===== src/rtl/pipeline_types.sv =====
// Shared types for the backend data-cache request path: arbiter FSM states,
// request ownership and the request holding-register layout.
package pipeline_types;

  localparam int DC_ADDR_W    = 32;
  localparam int DC_DATA_W    = 32;
  localparam int DC_STRB_W    = DC_DATA_W / 8;
  localparam int CACOP_CODE_W = 5;

  typedef enum logic [1:0] {
    IDLE = 2'd0,
    REQ  = 2'd1,
    WAIT = 2'd2
  } dc_arb_state_t;

  typedef enum logic {
    OWNER_LSU   = 1'b0,
    OWNER_CACOP = 1'b1
  } dc_owner_t;

  // Field widths follow the package widths; the arbiter's ADDR_W/DATA_W
  // default to these and must stay equal to them.
  typedef struct packed {
    logic [DC_ADDR_W-1:0]    addr;
    logic                    we;
    logic [DC_STRB_W-1:0]    wstrb;
    logic [DC_DATA_W-1:0]    wdata;
    logic                    is_cacop;
    logic [CACOP_CODE_W-1:0] cacop_code;
  } dc_req_t;

endpackage


===== src/rtl/dcache_req_arbiter_rr.sv =====
// Two-way round-robin grant: a lone requester wins; on a tie the requester
// that did not win last time wins. Purely combinational.
module rr_arbiter2
  import pipeline_types::*;
(
  input  logic      lsu_valid_i,
  input  logic      cacop_valid_i,
  input  dc_owner_t last_grant_i,
  output logic      gnt_lsu_o,
  output logic      gnt_cacop_o
);

  // Exactly one grant when at least one requester is valid.
  always_comb begin
    gnt_lsu_o   = lsu_valid_i   && (!cacop_valid_i || (last_grant_i == OWNER_CACOP));
    gnt_cacop_o = cacop_valid_i && (!lsu_valid_i   || (last_grant_i == OWNER_LSU));
  end

endmodule


===== src/rtl/dcache_req_arbiter.sv =====
// Single-outstanding arbiter between the LSU and CACOP paths and the dcache
// request port. A granted request is held stable until the cache accepts it,
// the one response is routed to its owner, and responses of requests that
// were in flight during a flush are swallowed.
//
// Handshakes: every *_valid/*_ready pair transfers when both are high in the
// same cycle. A source holds valid and its fields stable until it sees ready;
// a request withdrawn before ready is never issued. Response signals are
// one-cycle pulses with no backpressure.
module dcache_req_arbiter
  import pipeline_types::*;
#(
  parameter int ADDR_W = DC_ADDR_W,
  parameter int DATA_W = DC_DATA_W
) (
  input  logic                    clk,
  input  logic                    rst,
  input  logic                    flush,
  input  logic                    lsu_req_valid,
  output logic                    lsu_req_ready,
  input  logic [ADDR_W-1:0]       lsu_addr,
  input  logic                    lsu_we,
  input  logic [DATA_W/8-1:0]     lsu_wstrb,
  input  logic [DATA_W-1:0]       lsu_wdata,
  output logic                    lsu_resp_valid,
  output logic [DATA_W-1:0]       lsu_rdata,
  input  logic                    cacop_req_valid,
  output logic                    cacop_req_ready,
  input  logic [ADDR_W-1:0]       cacop_addr,
  input  logic [4:0]              cacop_code,
  output logic                    cacop_done,
  output logic                    dc_req_valid,
  input  logic                    dc_req_ready,
  output logic [ADDR_W-1:0]       dc_addr,
  output logic                    dc_we,
  output logic [DATA_W/8-1:0]     dc_wstrb,
  output logic [DATA_W-1:0]       dc_wdata,
  output logic                    dc_is_cacop,
  output logic [4:0]              dc_cacop_code,
  input  logic                    dc_resp_valid,
  input  logic [DATA_W-1:0]       dc_rdata,
  output logic [1:0]              dbg_state
);

  dc_arb_state_t state_q, state_d;
  dc_req_t       hold_q, hold_d;
  dc_owner_t     sel_q, sel_d;
  dc_owner_t     last_grant_q, last_grant_d;
  logic          drop_q, drop_d;

  logic gnt_lsu, gnt_cacop;
  logic grant_en;
  logic resp_fire;
  logic deliver;

  rr_arbiter2 u_rr (
    .lsu_valid_i   (lsu_req_valid),
    .cacop_valid_i (cacop_req_valid),
    .last_grant_i  (last_grant_q),
    .gnt_lsu_o     (gnt_lsu),
    .gnt_cacop_o   (gnt_cacop)
  );

  // Grants only happen in IDLE, never during a flush or reset.
  assign grant_en = (state_q == IDLE) && !flush && !rst;

  // A response counts in WAIT, or in REQ when it lands with the accept.
  assign resp_fire = dc_resp_valid &&
                     ((state_q == WAIT) || ((state_q == REQ) && dc_req_ready));
  assign deliver   = resp_fire && !drop_q && !flush && !rst;

  // Next-state, holding-register capture and flush tracking.
  always_comb begin
    state_d      = state_q;
    hold_d       = hold_q;
    sel_d        = sel_q;
    last_grant_d = last_grant_q;
    drop_d       = drop_q;
    case (state_q)
      IDLE: begin
        if (grant_en && gnt_lsu) begin
          hold_d       = '{addr: lsu_addr, we: lsu_we, wstrb: lsu_wstrb,
                           wdata: lsu_wdata, is_cacop: 1'b0, cacop_code: '0};
          sel_d        = OWNER_LSU;
          last_grant_d = OWNER_LSU;
          drop_d       = 1'b0;
          state_d      = REQ;
        end else if (grant_en && gnt_cacop) begin
          hold_d       = '{addr: cacop_addr, we: 1'b0, wstrb: '0,
                           wdata: '0, is_cacop: 1'b1, cacop_code: cacop_code};
          sel_d        = OWNER_CACOP;
          last_grant_d = OWNER_CACOP;
          drop_d       = 1'b0;
          state_d      = REQ;
        end
      end
      REQ: begin
        if (flush) drop_d = 1'b1;
        if (dc_req_ready) state_d = dc_resp_valid ? IDLE : WAIT;
      end
      WAIT: begin
        if (flush) drop_d = 1'b1;
        if (dc_resp_valid) state_d = IDLE;
      end
      default: state_d = IDLE;
    endcase
  end

  // State and holding registers; reset abandons any transaction in flight.
  always_ff @(posedge clk) begin
    if (rst) begin
      state_q      <= IDLE;
      hold_q       <= '0;
      sel_q        <= OWNER_LSU;
      last_grant_q <= OWNER_CACOP;
      drop_q       <= 1'b0;
    end else begin
      state_q      <= state_d;
      hold_q       <= hold_d;
      sel_q        <= sel_d;
      last_grant_q <= last_grant_d;
      drop_q       <= drop_d;
    end
  end

  // Requester handshakes and combinational response routing.
  assign lsu_req_ready   = grant_en && gnt_lsu;
  assign cacop_req_ready = grant_en && gnt_cacop && !gnt_lsu;
  assign lsu_resp_valid  = deliver && (sel_q == OWNER_LSU);
  assign lsu_rdata       = lsu_resp_valid ? dc_rdata : '0;
  assign cacop_done      = deliver && (sel_q == OWNER_CACOP);

  // The dcache side is driven straight from the holding register.
  assign dc_req_valid  = (state_q == REQ) && !rst;
  assign dc_addr       = rst ? '0 : hold_q.addr;
  assign dc_we         = rst ? 1'b0 : hold_q.we;
  assign dc_wstrb      = rst ? '0 : hold_q.wstrb;
  assign dc_wdata      = rst ? '0 : hold_q.wdata;
  assign dc_is_cacop   = rst ? 1'b0 : hold_q.is_cacop;
  assign dc_cacop_code = rst ? '0 : hold_q.cacop_code;

  assign dbg_state = state_q;

endmodule


===== config.mk =====
export PLATFORM = sky130hd
export DESIGN_NAME = dcache_req_arbiter
export DESIGN_NICKNAME = d
export VERILOG_FILES = /design/src/rtl/pipeline_types.sv /design/src/rtl/dcache_req_arbiter_rr.sv /design/src/rtl/dcache_req_arbiter.sv
export SDC_FILE = /design/constraint.sdc
export NUM_CORES = 1
export LEC_CHECK = 0
export ABC_AREA = 1
export BUFFER_PORTS_ARGS = -buffer_cell sky130_fd_sc_hd__buf_4
export CAP_MARGIN = 15
export CORE_MARGIN = 2
export CORE_UTILIZATION = 38
export CTS_BUF_LIST = sky130_fd_sc_hd__clkbuf_16
export DETAILED_ROUTE_END_ITERATION = 10
export PLACE_DENSITY_LB_ADDON = 0.05
export SYNTH_ARGS = -nofsm -noshare
export SYNTH_HDL_FRONTEND = slang
export SYNTH_SLANG_ARGS = --single-unit

===== constraint.sdc =====
create_clock -name clk -period 2.3 [get_ports clk]
set_input_delay 0.23 -clock clk [delete_from_list [all_inputs] [get_ports clk]]
set_output_delay 0.23 -clock clk [all_outputs]
set_load 0.02 [all_outputs]

==> qor.json, run 1 <==
{
  "status": {"value": "complete, no violations"},
  "crit_type": {"value": "reg -> out"},
  "hold_viol_final": {"value": 0},
  "final_core_utilization": {"value": 0.6392},
  "timing_max_transition_violations_final": {"value": 0},
  "cell_occurring_most_often_along_the_worst_timing_path": {"value": "sky130_fd_sc_hd__buf_6"},
  "floorplan.die.width": {"value": 106.8, "unit": "µm"},
  "crit_path_start_kind": {"value": "flip-flop"},
  "vdd_drop_max": {"value": 0.4371, "unit": "mV"},
  "avgSynthCellArea": {"value": 6.373, "unit": "µm²"},
  "number_of_core_rows": {"value": 37},
  "antennaDiodeCount": {"value": 0},
  "clkSinkCount": {"value": 79},
  "finalSetupTns": {"value": 0, "unit": "ns"},
  "grt_start_max_net_pins": {"value": 77},
  "routed.top_layer": {"value": "met4"},
  "power_per_cell_area": {"value": 716.9, "unit": "nW/µm²"},
  "final.setup_skew": {"value": 0.005000, "unit": "ns"},
  "synth_async_sr_flop_share": {"value": 0},
  "endpoint_kind": {"value": "primary output"},
  "finalHoldWorstSlack": {"value": 0.08698, "unit": "ns"},
  "drt-initial-drc-count": {"value": 183},
  "vias": {"value": 4530},
  "synthesis.yosys.warnings": {"value": 0},
  "final_critical_path_setup_slack": {"value": 0.03348, "unit": "ns"},
  "antenna_found_initial": {"value": 0},
  "top_level_ports": {"value": 259},
  "detailedPlace.worstSlack": {"value": 0.2407, "unit": "ns"},
  "tightestPinTransition": {"value": 0.8134, "unit": "ns"},
  "first_global_vias": {"value": 4007},
  "route.detailed.vias_per_inst": {"value": 4.450},
  "crit_fanout": {"value": 8},
  "period_minus_slack": {"value": 2.267, "unit": "ns"},
  "stdcell_area": {"value": 6569, "unit": "µm²"},
  "syn-cell-area": {"value": 4015, "unit": "µm²"},
  "synth_seq_area_share": {"value": 0.3939},
  "grt_usage": {"value": 0.2098},
  "synth_cells": {"value": 630},
  "layout.cells.most_common_list": {"value": "251 x sky130_fd_sc_hd__buf_4, 154 x sky130_fd_sc_hd__nor2_1, 134 x sky130_fd_sc_hd__nand2_1"},
  "rrSetupSlack": {"value": 0.34, "unit": "ns"},
  "cts.reportedPaths.clkPinSlew": {"value": 0.06, "unit": "ns"},
  "timing.final.crit_share": {"value": 0.9854},
  "crit_end": {"value": "lsu_rdata[24]"},
  "drcViolationCount": {"value": 0},
  "gp_congestion": {"value": 0.8082},
  "fill_cells": {"value": 944},
  "worst_path_largest_cell_delay": {"value": 0.37, "unit": "ns"},
  "cpMaxStageDelayCell": {"value": "sky130_fd_sc_hd__dfxtp_4"},
  "h-tree-depth": {"value": 3},
  "max_clock_freq": {"value": 0.4412, "unit": "GHz"},
  "worstSetupStartpoint": {"value": "dbg_state[0]"},
  "number_of_synthesized_flops_with_an_enable_pin": {"value": 0},
  "layout-drive-gt1-share": {"value": 0.3832},
  "cellLeakagePower": {"value": 3.462, "unit": "nW"},
  "initial_core_util": {"value": 0.3907},
  "grt_pass1_wl": {"value": 19100, "unit": "µm"},
  "wire_per_inst": {"value": 13.00, "unit": "µm"},
  "placement.io_buffers": {"value": 258},
  "post_dp_hpwl": {"value": 9252, "unit": "µm"},
  "layout_commonest_cell": {"value": "sky130_fd_sc_hd__buf_4"},
  "syn-num-nets": {"value": 779},
  "cells_along_the_critical_path": {"value": "inv_4 > ha_2 > a21oi_1 > nor4_2 > nand3_2 > buf_6 > clkbuf_16 > nor2_2 > buf_6"},
  "met1_length": {"value": 5082, "unit": "µm"},
  "global_route.overflow_total": {"value": 0},
  "tritoncts.num_buffers": {"value": 9},
  "clockRootBuffer": {"value": "sky130_fd_sc_hd__clkbuf_16"},
  "cp.required": {"value": 2.07, "unit": "ns"},
  "worst-endpoint-arrival": {"value": 2.04, "unit": "ns"},
  "multiInputGateArea": {"value": 1878, "unit": "µm²"},
  "synth_ff_type": {"value": "sky130_fd_sc_hd__dfxtp_1"},
  "regToRegStartpoint": {"value": "dbg_state[0]"},
  "cts_tree": {"value": "built"},
  "layout.nets": {"value": 1027},
  "timing.reg2reg.worst_path_depth": {"value": 9},
  "met3_length": {"value": 1128, "unit": "µm"},
  "synth.ff_latch_count": {"value": 79},
  "core_region_area": {"value": 10280, "unit": "µm²"},
  "die_outline_area": {"value": 11400, "unit": "µm²"},
  "max_slew_margin": {"value": 0.4577},
  "ys_types": {"value": 26},
  "dr.pass1.iters": {"value": 4},
  "timing.max_cap.violations": {"value": 0},
  "detail_route.wirelength": {"value": 13230, "unit": "µm"},
  "met2_length": {"value": 6747, "unit": "µm"},
  "rsz0062_at_grt": {"value": "yes"},
  "placedInstanceArea": {"value": 5976, "unit": "µm²"},
  "synthToLayoutAreaGrowth": {"value": 63.60, "unit": "%"},
  "clock_network_latency_to_the_later_pin_of_the_worst_skew_pair": {"value": 0.33, "unit": "ns"},
  "seq_area": {"value": 1587, "unit": "µm²"},
  "ant_nets": {"value": 0},
  "report.final.setup_viol": {"value": 0},
  "worstHoldPathType": {"value": "in -> reg"},
  "regToRegEndpoint": {"value": "hold_q[17]"},
  "clock_tree.buffer_depth": {"value": 2},
  "die_h": {"value": 106.8, "unit": "µm"}
}
-- metrics by stage --
stage	instances	power (mW)
2_1_floorplan	630	2.538
3_3_place_gp	998	3.040
3_5_place_dp	998	3.072
4_1_cts	1013	4.658
5_1_grt	1018	4.983
6_report	1018	4.709
-- power by group --
part / total, mW / internal [mW] / leakage [nW] / switching (mW)
Sequential: 1.66 / 1.57 / 0.646 / 0.0918
Combinational: 1.47 / 0.623 / 2.65 / 0.845
Clock: 1.58 / 1.04 / 0.162 / 0.536
-- Yosys cell counts, types with 5 or more instances --
master / instances / area share
sky130_fd_sc_hd__buf_2: 15 / 0.019
sky130_fd_sc_hd__dfxtp_1: 79 / 0.39
sky130_fd_sc_hd__nor3_2: 18 / 0.045
sky130_fd_sc_hd__nor3_1: 14 / 0.017
sky130_fd_sc_hd__buf_6: 5 / 0.014
sky130_fd_sc_hd__nand2_1: 134 / 0.13
sky130_fd_sc_hd__nor2_1: 176 / 0.16
sky130_fd_sc_hd__o21ai_0: 28 / 0.035
sky130_fd_sc_hd__clkbuf_1: 5 / 0.0047
sky130_fd_sc_hd__inv_1: 117 / 0.11
sky130_fd_sc_hd__a21oi_1: 5 / 0.0062
sky130_fd_sc_hd__o21ai_1: 5 / 0.0062
sky130_fd_sc_hd__buf_4: 5 / 0.0093
-- cell type report --
type / instances / share of cell area
Tap cell: 136 / 0.02590
Multi-Input combinational cell: 397 / 0.2859
Sequential cell: 79 / 0.2415
Inverter: 121 / 0.06990
Clock buffer: 9 / 0.03429
Timing Repair Buffer: 270 / 0.3270
Clock inverter: 6 / 0.01543
-- what timing repair did --
action                     in CTS  in global routing
hold endpoints to repair        0                  0
hold buffers                    0                  0
setup endpoints to repair       0                 25
setup buffers                   0                  1
gates resized for setup         0                 54
-- sequential cells by signal, indices dropped and copies added, names as in the netlist --
signal	cells
hold_q	75
dbg_state	2
drop_q	1
last_grant_q	1
-- worst max-delay path, delay by kind of cell (launching register included) --
kind / cells / cell delay, ns
flip-flops: 1 / 0.37
AO/OA/AOI/OAI: 1 / 0.05
buffers and inverters: 4 / 0.53
AND/OR/NAND/NOR: 3 / 0.58
adder cells (fa/ha/maj): 1 / 0.17
-- logic make-up after synthesis --
group / after synthesis / share of synthesized area
AOI/OAI and AO/OA: 41 / 0.05266
adders and majority gates: 4 / 0.01247
buffers and inverters: 154 / 0.1633
DFF: 79 / 0.3939
and+or+nand+nor: 352 / 0.3777
-- per-layer routing --
layer,vias to the layer above,global-route usage
met5,-,0
met4,0,0.07421
met3,24,0.06505
met2,173,0.3621
met1,2003,0.2451
li1,2330,-
-- how the worst min path moves through the flow --
| stage | startpoint | slack [ns] | endpoint | cells past startpoint |
|---|---|---|---|---|
| 2_1_floorplan | lsu_wdata[12] | 0.34 | hold_q[18] | 2 |
| 3_3_place_gp | lsu_wdata[22] | 0.42 | hold_q[28] | 3 |
| 3_5_place_dp | lsu_wdata[22] | 0.43 | hold_q[28] | 3 |
| 4_1_cts | lsu_wdata[22] | 0.08 | hold_q[28] | 3 |
| 5_1_grt | cacop_code[2] | 0.09 | hold_q[2] | 3 |
| 6_report | lsu_wdata[22] | 0.09 | hold_q[28] | 3 |
Power figures use the tool's default switching activity.
==> run 2, diff against run 1 <==
--- a/config.mk
+++ b/config.mk
@@ -12,6 +12,7 @@
 export CORE_UTILIZATION = 38
 export CTS_BUF_LIST = sky130_fd_sc_hd__clkbuf_16
 export DETAILED_ROUTE_END_ITERATION = 10
+export HOLD_SLACK_MARGIN = 0.1
 export PLACE_DENSITY_LB_ADDON = 0.05
 export SYNTH_ARGS = -nofsm -noshare
 export SYNTH_HDL_FRONTEND = slang
==> run 2 against run 1 <==
  * Combinational power increased by 4%
  * Wire length increased by 4.3%
  * Final cell count increased by 3.8%
  * First-iteration DRC count decreased by 6.0%
  * Critical endpoint is now lsu_rdata[8]
==> qor.json, run 2 (synthesized netlist as in run 1, its figures left out) <==
{
  "power_per_cell_area": {"value": 685.6, "unit": "nW/µm²"},
  "worst-endpoint-arrival": {"value": 2.02, "unit": "ns"},
  "timing.reg2reg.worst_path_depth": {"value": 9},
  "placement.io_buffers": {"value": 258},
  "route.detailed.vias_per_inst": {"value": 4.473},
  "antenna_found_initial": {"value": 0},
  "cpMaxStageDelayCell": {"value": "sky130_fd_sc_hd__dfxtp_4"},
  "h-tree-depth": {"value": 3},
  "layout.cells.most_common_list": {"value": "251 x sky130_fd_sc_hd__buf_4, 154 x sky130_fd_sc_hd__nor2_1, 134 x sky130_fd_sc_hd__nand2_1"},
  "period_minus_slack": {"value": 2.253, "unit": "ns"},
  "core_region_area": {"value": 10280, "unit": "µm²"},
  "clkSinkCount": {"value": 79},
  "layout.nets": {"value": 1066},
  "largest_register_ff_count": {"value": 75},
  "gp_congestion": {"value": 0.8082},
  "detail_route.wirelength": {"value": 13800, "unit": "µm"},
  "drcViolationCount": {"value": 0},
  "grt_usage": {"value": 0.2216},
  "cells_along_the_critical_path": {"value": "inv_4 > ha_2 > a21oi_1 > nor4_2 > nand3_2 > buf_6 > clkbuf_16 > nor2_2 > buf_6"},
  "tightestPinTransition": {"value": 0.8340, "unit": "ns"},
  "ant_nets": {"value": 0},
  "dr.pass1.iters": {"value": 8},
  "synthToLayoutAreaGrowth": {"value": 73.32, "unit": "%"},
  "cellLeakagePower": {"value": 3.625, "unit": "nW"},
  "placedInstanceArea": {"value": 5976, "unit": "µm²"},
  "antennaDiodeCount": {"value": 0},
  "hp-start": {"value": "lsu_wdata[11]"},
  "rsz0062_at_grt": {"value": "yes"},
  "floorplan.die.width": {"value": 106.8, "unit": "µm"},
  "finalSetupTns": {"value": 0, "unit": "ns"},
  "first_global_vias": {"value": 4250},
  "worst_path_largest_cell_delay": {"value": 0.37, "unit": "ns"},
  "worstHoldPathType": {"value": "in -> reg"},
  "grt_start_max_net_pins": {"value": 77},
  "max_clock_freq": {"value": 0.4438, "unit": "GHz"},
  "grt_pass1_wl": {"value": 20180, "unit": "µm"},
  "cts_tree": {"value": "built"},
  "tritoncts.num_buffers": {"value": 9},
  "min_delay_path_depth": {"value": 3},
  "clockRootBuffer": {"value": "sky130_fd_sc_hd__clkbuf_16"},
  "initial_core_util": {"value": 0.3907},
  "crit_path_start_kind": {"value": "flip-flop"},
  "final.setup_skew": {"value": 0.004297, "unit": "ns"},
  "registers.top_by_ff_count": {"value": "hold_q"},
  "die_outline_area": {"value": 11400, "unit": "µm²"},
  "cell_occurring_most_often_along_the_worst_timing_path": {"value": "sky130_fd_sc_hd__buf_6"},
  "final_core_utilization": {"value": 0.6771},
  "clock_network_latency_to_the_later_pin_of_the_worst_skew_pair": {"value": 0.33, "unit": "ns"},
  "regToRegStartpoint": {"value": "dbg_state[0]"},
  "vdd_drop_max": {"value": 0.4373, "unit": "mV"},
  "report.final.setup_viol": {"value": 0},
  "finalHoldWorstSlack": {"value": 0.1085, "unit": "ns"},
  "number_of_core_rows": {"value": 37},
  "post_dp_hpwl": {"value": 9252, "unit": "µm"},
  "endpoint_kind": {"value": "primary output"},
  "layout-drive-gt1-share": {"value": 0.3670},
  "stdcell_area": {"value": 6959, "unit": "µm²"},
  "top_level_ports": {"value": 259},
  "hold_viol_final": {"value": 0},
  "timing.final.crit_share": {"value": 0.9797},
  "layout_commonest_cell": {"value": "sky130_fd_sc_hd__buf_4"},
  "cts.reportedPaths.clkPinSlew": {"value": 0.06, "unit": "ns"},
  "worstSetupStartpoint": {"value": "dbg_state[0]"},
  "crit_fanout": {"value": 8},
  "vias": {"value": 4728},
  "timing.max_cap.violations": {"value": 0},
  "cp.required": {"value": 2.07, "unit": "ns"},
  "max_slew_margin": {"value": 0.4440},
  "timing_max_transition_violations_final": {"value": 0},
  "global_route.overflow_total": {"value": 0},
  "crit_type": {"value": "reg -> out"},
  "die_h": {"value": 106.8, "unit": "µm"},
  "fill_cells": {"value": 898},
  "status": {"value": "complete, no violations"},
  "wire_per_inst": {"value": 13.06, "unit": "µm"},
  "drt-initial-drc-count": {"value": 172},
  "clock_tree.buffer_depth": {"value": 2}
}
==> run 2: path summary, 6_finish.rpt <==
check                  to  slack [ns]
max          lsu_rdata[8]        0.05
min            hold_q[17]        0.11
max reg2reg    hold_q[36]        0.28
min reg2reg    hold_q[43]        0.49
==> run 2: layer usage <==
layer  global-route usage  part of all wire  routed length [µm]  vias up
met5                    0                 0                   0        -
met4              0.07885             0.018                 250        0
met3              0.06565             0.084                1166       22
met2               0.3958              0.51                7076      181
met1               0.2496              0.38                5307     2116
li1                     -                 -                   -     2409
==> run 2: critical path, delay by kind of cell (launching register included) <==
family	cells	cell delay, ns
simple gates	3	0.57
fa+ha+maj	1	0.17
buf+inv	4	0.53
flops	1	0.37
compound gates	1	0.05
==> run 2: layout make-up <==
cell class | count | area, µm² | area share
tap | 136 | 170.2 | 0.02445
clock buffer | 9 | 225.2 | 0.03236
timing repair buffer | 309 | 2539 | 0.3648
clock inverter | 6 | 101.3 | 0.01456
multi-input combinational | 397 | 1878 | 0.2699
inverter | 121 | 459.2 | 0.06598
sequential | 79 | 1587 | 0.2280
==> run 2: power by group <==
| part | leakage (nW) | switching, mW | internal [mW] |
|---|---|---|---|
| Sequential | 0.646 | 0.0923 | 1.57 |
| Combinational | 2.82 | 0.862 | 0.666 |
| Clock | 0.162 | 0.538 | 1.04 |
==> run 2: metrics by stage <==
stage / power [mW] / instances / setup WS, ns
global route: 5.042 / 1057 / -0.07972
finish: 4.771 / 1057 / 0.04678
floorplan: 2.538 / 630 / 0.4821
CTS: 4.712 / 1052 / 0.08664
global placement: 3.040 / 998 / 0.3315
detailed placement: 3.072 / 998 / 0.2407
==> run 2: repair_timing <==
| item | CTS | global route |
|---|---|---|
| resized for setup | 0 | 54 |
| hold buffers | 39 | 0 |
| buffers inserted | 0 | 1 |
| endpoints found under the setup margin | 0 | 25 |
| hold endpoints to repair | 39 | 0 |
==> run 3, diff against run 2 <==
--- a/config.mk
+++ b/config.mk
@@ -8,10 +8,10 @@
 export ABC_AREA = 1
 export BUFFER_PORTS_ARGS = -buffer_cell sky130_fd_sc_hd__buf_4
 export CAP_MARGIN = 15
-export CORE_MARGIN = 2
-export CORE_UTILIZATION = 38
+export CORE_AREA = 2 2 100 102
 export CTS_BUF_LIST = sky130_fd_sc_hd__clkbuf_16
 export DETAILED_ROUTE_END_ITERATION = 10
+export DIE_AREA = 0 0 102 104
 export HOLD_SLACK_MARGIN = 0.1
 export PLACE_DENSITY_LB_ADDON = 0.05
 export SYNTH_ARGS = -nofsm -noshare
==> run 3 against run 2 <==
  * Cell area decreased by 7.3%
  * Non-clock buffer count decreased by 27
  * Flip-flop and latch count unchanged
  * Critical endpoint is now lsu_rdata[30]
  * Largest power group unchanged
==> qor.json, run 3 (synthesized netlist as in run 1, its figures left out) <==
{
  "status": {"value": "complete, no violations"},
  "design_power_total": {"value": 4.441, "unit": "mW"},
  "drcViolationCount": {"value": 0},
  "crit_path_start_kind": {"value": "flip-flop"},
  "cts.reportedPaths.clkPinSlew": {"value": 0.06, "unit": "ns"},
  "placement.io_buffers": {"value": 258},
  "crit_type": {"value": "reg -> out"},
  "cp.required": {"value": 2.07, "unit": "ns"},
  "largest_register_ff_count": {"value": 75},
  "met1_length": {"value": 4871, "unit": "µm"},
  "vdd_drop_max": {"value": 0.3640, "unit": "mV"},
  "clock_network_latency_to_the_later_pin_of_the_worst_skew_pair": {"value": 0.32, "unit": "ns"},
  "hold_viol_final": {"value": 0},
  "global_route.overflow_total": {"value": 0},
  "timing_max_transition_violations_final": {"value": 0},
  "tritoncts.num_buffers": {"value": 9},
  "post_dp_hpwl": {"value": 9203, "unit": "µm"},
  "antenna_found_initial": {"value": 0},
  "die_h": {"value": 104, "unit": "µm"},
  "finalHoldWorstSlack": {"value": 0.1071, "unit": "ns"},
  "layout.cells.most_common_list": {"value": "265 x sky130_fd_sc_hd__buf_4, 176 x sky130_fd_sc_hd__nor2_1, 134 x sky130_fd_sc_hd__nand2_1"},
  "floorplan.die.width": {"value": 102, "unit": "µm"},
  "proportion_of_power_drawn_by_the_clock_network": {"value": 0.307},
  "tightestPinTransition": {"value": 0.7397, "unit": "ns"},
  "rsz0062_at_grt": {"value": "yes"},
  "timing.max_cap.violations": {"value": 0},
  "cell_internal_pwr": {"value": 3.006, "unit": "mW"},
  "power.combinational.fraction": {"value": 0.322},
  "dr.pass1.iters": {"value": 4},
  "layout-drive-gt1-share": {"value": 0.3475},
  "clockRootBuffer": {"value": "sky130_fd_sc_hd__clkbuf_16"},
  "clkSinkCount": {"value": 79},
  "antennaDiodeCount": {"value": 0},
  "synthToLayoutAreaGrowth": {"value": 60.67, "unit": "%"},
  "clock_tree.buffer_depth": {"value": 2},
  "finalSetupTns": {"value": 0, "unit": "ns"},
  "crit_fanout": {"value": 33},
  "vias": {"value": 4546},
  "route.detailed.vias_per_inst": {"value": 4.422},
  "placed_cells": {"value": 996},
  "final.setup_skew": {"value": 0.007755, "unit": "ns"},
  "grt_usage": {"value": 0.2230},
  "grt_pass1_wl": {"value": 19210, "unit": "µm"},
  "met3_length": {"value": 1061, "unit": "µm"},
  "max_slew_margin": {"value": 0.5062},
  "period_minus_slack": {"value": 2.181, "unit": "ns"},
  "timing.final.crit_share": {"value": 0.9481},
  "layout.nets": {"value": 1039},
  "cts_tree": {"value": "built"},
  "routed.top_layer": {"value": "met4"},
  "gp_congestion": {"value": 0.8705},
  "core_region_area": {"value": 9549, "unit": "µm²"},
  "instances_no_fill": {"value": 1028},
  "met2_length": {"value": 6356, "unit": "µm"},
  "drt-initial-drc-count": {"value": 156},
  "registers.top_by_ff_count": {"value": "hold_q"},
  "report.final.setup_viol": {"value": 0},
  "power_switching_share": {"value": 0.3231},
  "first_global_vias": {"value": 4074},
  "number_of_core_rows": {"value": 36},
  "die_outline_area": {"value": 10610, "unit": "µm²"},
  "layout_commonest_cell": {"value": "sky130_fd_sc_hd__buf_4"},
  "max_clock_freq": {"value": 0.4586, "unit": "GHz"},
  "detailedPlace.worstSlack": {"value": 0.3358, "unit": "ns"},
  "power_per_cell_area": {"value": 688.4, "unit": "nW/µm²"},
  "switchingPower": {"value": 1.435, "unit": "mW"},
  "final_core_utilization": {"value": 0.6756},
  "detail_route.wirelength": {"value": 12470, "unit": "µm"},
  "top_level_ports": {"value": 259},
  "cellLeakagePower": {"value": 3.457, "unit": "nW"},
  "h-tree-depth": {"value": 3},
  "final_critical_path_setup_slack": {"value": 0.1194, "unit": "ns"},
  "ant_nets": {"value": 0},
  "wire_per_inst": {"value": 12.13, "unit": "µm"},
  "endpoint_kind": {"value": "primary output"},
  "initial_core_util": {"value": 0.4205},
  "worstHoldPathType": {"value": "in -> reg"},
  "stdcell_area": {"value": 6451, "unit": "µm²"},
  "grt_start_max_net_pins": {"value": 43},
  "worst-endpoint-arrival": {"value": 1.95, "unit": "ns"},
  "placedInstanceArea": {"value": 5992, "unit": "µm²"},
  "seqPwrFrac": {"value": 0.371}
}
run 3: path summary, 6_finish.rpt:
| path | endpoint | from | depth (start not counted) | slack (ns) |
|---|---|---|---|---|
| setup / recovery | lsu_rdata[30] | dbg_state[1] | 8 | 0.12 |
| hold / removal | hold_q[41] | lsu_wstrb[3] | 3 | 0.11 |
| setup reg to reg | hold_q[8] | dbg_state[0] | 9 | 0.34 |
| hold reg to reg | hold_q[52] | hold_q[52] | 2 | 0.49 |
run 3: area by class of cell:
class | instances | area (µm²)
fill | 881 | 3098
timing repair buffer | 282 | 2175
multi-input combinational | 397 | 1780
sequential | 79 | 1582
inverter | 121 | 456.7
clock buffer | 9 | 225.2
tap | 133 | 166.4
clock inverter | 7 | 66.31
run 3: per-layer routing:
metal	up-vias	GRT usage
met1	2001	0.2576
met5	-	0
met4	0	0.07238
met2	177	0.3896
li1	2354	-
met3	14	0.06452
run 3: worst max-delay path, stage by stage, from the launching register on:
cell                      delay [ns]
sky130_fd_sc_hd__dfxtp_1        0.34
sky130_fd_sc_hd__inv_2          0.08
sky130_fd_sc_hd__ha_2           0.20
sky130_fd_sc_hd__a21oi_1        0.08
sky130_fd_sc_hd__nor4_2         0.34
sky130_fd_sc_hd__nand3_2        0.12
sky130_fd_sc_hd__buf_8          0.19
sky130_fd_sc_hd__nor2_1         0.11
sky130_fd_sc_hd__buf_4          0.15
run 3: power groups by stage:
stage	sequential (mW)	combinational, mW	clock [mW]
floorplan	1.68	0.863	0
global placement	1.66	1.38	0
detailed placement	1.67	1.41	0
CTS	1.64	1.43	1.40
global route	1.67	1.58	1.47
finish	1.65	1.43	1.36
run 3: timing repair:
action | in CTS | in global routing
setup buffers | 0 | 1
resized for setup | 0 | 4
setup endpoints to repair | 0 | 23
hold buffers | 13 | 2
endpoints found under the hold margin | 13 | 2
